`src/rtl/gpu_cache_fill_arbiter.sv`:
```
// gpu_cache_fill_arbiter: shares one burst-read VRAM port between the texture
// cache (1-beat lines) and palette cache (4-beat lines) refill requesters,
// writes returned beats into the owning cache and pulses its completion.
module gpu_cache_fill_arbiter (
  input  logic        clk,
  input  logic        i_rst,
  input  logic        i_requTex,
  input  logic [16:0] i_adrTex,
  output logic        o_texComplete,
  input  logic        i_requClut,
  input  logic [14:0] i_adrClut,
  output logic        o_clutComplete,
  output logic        o_memReq,
  output logic [16:0] o_memAdr,
  output logic [2:0]  o_memBurst,
  input  logic        i_memAck,
  input  logic        i_memDataValid,
  input  logic [63:0] i_memData,
  output logic        o_texWr,
  output logic        o_clutWr,
  output logic [16:0] o_wrAdr,
  output logic [63:0] o_wrData
);

  typedef enum logic [2:0] {
    S_IDLE = 3'd0,
    S_REQ  = 3'd1,
    S_DATA = 3'd2,
    S_DONE = 3'd3,
    S_COOL = 3'd4
  } state_t;

  state_t      r_state;
  state_t      w_next;

  logic        r_ownClut;
  logic        r_lastClut;
  logic [16:0] r_adr;
  logic [2:0]  r_burst;
  logic [1:0]  r_cnt;

  logic        r_texWr;
  logic        r_clutWr;
  logic [16:0] r_wrAdr;
  logic [63:0] r_wrData;

  logic        w_grant;
  logic        w_grantClut;
  logic        w_beat;
  logic        w_lastBeat;

  // Grant decision, beat qualification and next-state selection.
  always_comb begin
    w_grant     = 1'b0;
    w_grantClut = 1'b0;
    w_beat      = 1'b0;
    w_lastBeat  = 1'b0;
    w_next      = r_state;

    // On a tie the side not served last wins; a lone request always wins.
    w_grantClut = i_requClut && (!i_requTex || !r_lastClut);
    w_grant     = (r_state == S_IDLE) && (i_requTex || i_requClut);
    w_beat      = (r_state == S_DATA) && i_memDataValid;
    w_lastBeat  = w_beat && ({1'b0, r_cnt} == (r_burst - 3'd1));

    case (r_state)
      S_IDLE: if (w_grant)    w_next = S_REQ;
      S_REQ:  if (i_memAck)   w_next = S_DATA;
      S_DATA: if (w_lastBeat) w_next = S_DONE;
      S_DONE:                 w_next = S_COOL;
      S_COOL:                 w_next = S_IDLE;
      default:                w_next = S_IDLE;
    endcase
  end

  // State register.
  always_ff @(posedge clk) begin
    if (i_rst) r_state <= S_IDLE;
    else       r_state <= w_next;
  end

  // Latched fill context: owner, start address, burst length, beat counter, tie history.
  always_ff @(posedge clk) begin
    if (i_rst) begin
      r_ownClut  <= 1'b0;
      r_lastClut <= 1'b0;
      r_adr      <= 17'd0;
      r_burst    <= 3'd0;
      r_cnt      <= 2'd0;
    end else begin
      if (w_grant) begin
        r_ownClut <= w_grantClut;
        r_adr     <= w_grantClut ? {i_adrClut, 2'b00} : i_adrTex;
        r_burst   <= w_grantClut ? 3'd4 : 3'd1;
      end
      if ((r_state == S_REQ) && i_memAck) r_cnt <= 2'd0;
      else if (w_beat)                    r_cnt <= r_cnt + 2'd1;
      if (r_state == S_COOL) r_lastClut <= r_ownClut;
    end
  end

  // Cache write port: each accepted beat is written one cycle later to the owner.
  always_ff @(posedge clk) begin
    if (i_rst) begin
      r_texWr  <= 1'b0;
      r_clutWr <= 1'b0;
      r_wrAdr  <= 17'd0;
      r_wrData <= 64'd0;
    end else begin
      r_texWr  <= w_beat && !r_ownClut;
      r_clutWr <= w_beat &&  r_ownClut;
      if (w_beat) begin
        // Clut starts are 4-aligned, so adding the 2-bit count never carries out.
        r_wrAdr  <= r_adr + {15'd0, r_cnt};
        r_wrData <= i_memData;
      end
    end
  end

  assign o_memReq       = (r_state == S_REQ);
  assign o_memAdr       = r_adr;
  assign o_memBurst     = r_burst;
  assign o_texWr        = r_texWr;
  assign o_clutWr       = r_clutWr;
  assign o_wrAdr        = r_wrAdr;
  assign o_wrData       = r_wrData;
  assign o_texComplete  = (r_state == S_COOL) && !r_ownClut;
  assign o_clutComplete = (r_state == S_COOL) &&  r_ownClut;

endmodule

```
`config.mk`:
```
export PLATFORM = sky130hd
export DESIGN_NAME = gpu_cache_fill_arbiter
export DESIGN_NICKNAME = d
export VERILOG_FILES = /design/src/rtl/gpu_cache_fill_arbiter.sv
export SDC_FILE = /design/constraint.sdc
export NUM_CORES = 1
export LEC_CHECK = 0
export ABC_AREA = 1
export ABC_CLOCK_PERIOD_IN_PS = 2500
export CAP_MARGIN = 25
export CORE_MARGIN = 2
export CORE_UTILIZATION = 28
export DETAILED_ROUTE_END_ITERATION = 7
export PLACE_DENSITY = 0.65
export RECOVER_POWER = 25
export SLEW_MARGIN = 5
export SYNTH_ARGS = -nofsm -noshare
export SYNTH_HDL_FRONTEND = slang
export SYNTH_SLANG_ARGS = --single-unit
```
`constraint.sdc`:
```
create_clock -name clk -period 2.5 [get_ports clk]
set_clock_uncertainty 0.1 [all_clocks]
set_input_delay 0.375 -clock clk [delete_from_list [all_inputs] [get_ports clk]]
set_output_delay 0.375 -clock clk [all_outputs]
set_load 0.01 [all_outputs]
```
==> summary.txt <==
Floorplanning
  • Die H: around 130 um
  • Initial Util: between 20 and 30%
  • Core area: around 0.016 mm2
  • Die area: 0.0173 mm2
  • Cell Rows: 46
  • Die W: 132 um
  • IO Pins: 208

Global routing
  • Largest net degree at the start of global routing: 55
  • Vias in the first global route: 4420
  • Grt ovf: 0
  • GRT Resource Usage Total: 16.4%
  • Global-route wire length before repair: 22900 um
  • Initial antenna violation count: 0

Route
  • 1st-iter DRT viols: 233
  • Residual DRC: 0
  • Antenna Nets Post-Route: 0
  • Vias per cell: 4.36
  • Detailed Routing Iterations Pass 1: 7
  • WL final: 14000 um
  • Total number of vias: 4579
  • Drt wl/cell: 13.3 um

Yosys
  • Largest area contributor in the netlist: dfxtp_1
  • Syn_area_per_cell: 7.13 um2
  • Synth warn: 0
  • Async SR Flop Fraction: 0%
  • Synthesized instance count: about 640
  • Cell variety after synth: 33
  • Main synth FF type: dfxtp_1
  • Area contributors post-synth: dfxtp_1 47%, nand2_1 13%, nor2_1 12%
  • Cell Area, Synth: 0.00456 mm2
  • Count leader, synth: nand2_1
  • Post-synthesis sequential area ratio: about 47%
  • Syn nets: 744
  • Commonest cells post-synth: 154 x nand2_1, 143 x nor2_1, 108 x dfxtp_1, 71 x o21ai_0, 35 x inv_1
  • Number of synthesized register bits: 108
  • EDFF count, synth: 0
  • Top cell type's share of synthesized area: 47.5%

Final layout
  • Layout cell share with drive strength beyond 1: 5.27%
  • Antenna Cells: 0
  • Final Cell Area: approximately 0.0071 mm2
  • P&R area growth vs syn: 55.3%
  • Total Nets Final: 935

Timing
  • Worst hold margin: 0.370 ns
  • Max Slew Vio Count: 0
  • F_max: roughly 460 MHz
  • Final period utilization: 87.0%
  • Finish-stage setup viols: 0
  • Final hold vios: 0
  • Shortest period the worst path allows: 2.18 ns
  • Sum of negative setup slack: 0 ns
  • Slew @ Worst Pin: 1.09 ns
  • RSZ-0062 raised after global routing: false
  • Max-slew headroom at the worst pin: between 20% and 30%

Clocking
  • CTS clk-pin slew, worst paths: 0.07 ns
  • CTS tree: yes
  • Clk sinks: 108
  • Number of buffers on the longest clock path: 2
  • Post-CTS Setup Repair Bufs: 0
  • Number of CTS-inserted buffers: 9
  • Gates resized, CTS repair: 0
  • Worst-Skew Late Latency: between 0.3 and 0.4 ns
  • Hold_buf cts: 0
  • H-tree lvl count: 3
  • Root Driver: clkbuf_16

Placed design
  • Final GP Congestion: 0.807
  • Detailed placement HPWL: 10200 um
  • Post-DP Area: 0.00679 mm2
  • Number of port buffers: 206

Worst setup path
  • Reg2reg setup slack: between 0.4 and 0.5 ns
  • Reg-to-Reg End: o_wrAdr[16]$_SDFFE_PP0P_
  • Arr. time, crit path: 1.70 ns
  • Crit path max fanout: 4
  • Critical Path Sink Type: output pin
  • Critical R2R Launch: o_memAdr[0]$_SDFFE_PP0P_
  • Crit path launch type: register
  • Worst Path Required: ~2.0 ns
  • CP Class: reg -> out
  • Reg2reg path depth: 9

Power and ir drop
  • Peak VDD IR: 384 uV
  • Power Dens Cells: slightly below 600 mW/mm2
  • Total power after layout: between 4000 and 5000 uW
  • Leakage power total: 0.00301 uW

Hold path
  • Worst min-delay path endpoint: o_wrAdr[2]$_SDFFE_PP0P_
  • Hold Crit Start: o_wrAdr[2]$_SDFFE_PP0P_
  • Worst hold path class: reg -> reg
  • Hold Path Depth: 2

Run status
  • Status: finished, final reports clean

Run
  • Max Cap Viol: 0
[final cells by class]
type | instances | area [um2]
fillers | 1629 | 8810
flip-flops and latches | 108 | 2160
repair buffers | 214 | 2140
multi-input cells | 457 | 2060
well taps | 216 | 270
clock buffers | 12 | 246
inverters | 40 | 150
clock inverters | 4 | 48.8
[worst max-delay path by stage]
stage / from / to / slack [ns] / depth (start not counted)
finish: r_state[1]$_SDFFE_PP0P_ / o_texComplete / 0.32 / 4
global route: i_rst / o_wrData[11]$_SDFFE_PP0P_ / 0.20 / 5
CTS: r_state[0]$_SDFFE_PP0P_ / o_memReq / 0.30 / 3
detailed placement: i_memDataValid / o_texWr$_SDFF_PP0_ / 0.31 / 6
global placement: i_memDataValid / o_clutWr$_SDFF_PP0_ / 0.32 / 6
floorplan: o_memAdr[0]$_SDFFE_PP0P_ / o_wrAdr[8]$_SDFFE_PP0P_ / 0.67 / 8
[metal layers]
metal  track usage, %  up-vias  part of all wire [%]
li1                 -     2379                     -
met1             21.4     2037                    46
met2             25.5      141                    45
met3             5.05       22                   6.2
met4             5.86        0                   2.7
met5                0        -                     0
[worst max-delay path, cell delays in order, from the launching register on]
cell	delay (ns)
dfxtp_1	0.38
inv_1	0.12
nand3_1	0.10
nor2_1	0.18
clkdlybuf4s50_1	0.57
[state kept, by name, indices dropped and copies added (netlist names)]
register / flops
o_wrAdr: 17
o_wrData: 64
o_memAdr: 17
r_lastClut: 1
r_cnt: 2
o_texWr: 1
o_memBurst: 2
o_clutWr: 1
r_state: 3
[cells by family (layout without fill, tap and decap cells)]
family,after synthesis,in the layout,share of synthesized area [%]
AND/OR/NAND/NOR,339,339,30.6
other,1,1,0.0823
AO/OA/AOI/OAI,108,108,12.3
flip-flops,108,108,47.5
buffers and inverters,74,270,7.39
XOR/XNOR,6,6,1.15
adder cells (fa/ha/maj),3,3,0.989
[layout by cell type, fill, tap and decap left out, drive strengths merged, types with 3 or more instances in the layout]
master         count
clkinv             3
a21oi             25
xnor2              4
nand3             16
o21a               3
clkbuf            14
inv               40
o21ai             76
nand4              5
dlygate4sd3       18
nand2            156
buf                6
nor2             158
clkdlybuf4s50    188
dfxtp            108
[report_power, final]
| group | internal, uW | total [uW] | switching [uW] |
|---|---|---|---|
| clock | 804 | 1450 | 647 |
| sequential | 1820 | 1910 | 89.8 |
| combinational | 401 | 747 | 347 |
| total | 3030 | 4110 | 1080 |
[stage by stage]
step,util [%],std cells,setup WS (ns)
floorplan,-,639,0.666
global placement,42.7,1035,0.319
detailed placement,42.7,1035,0.308
CTS,44.6,1051,0.296
global route,44.5,1051,0.198
finish,44.5,1051,0.324
Power figures use the tool's default switching activity.
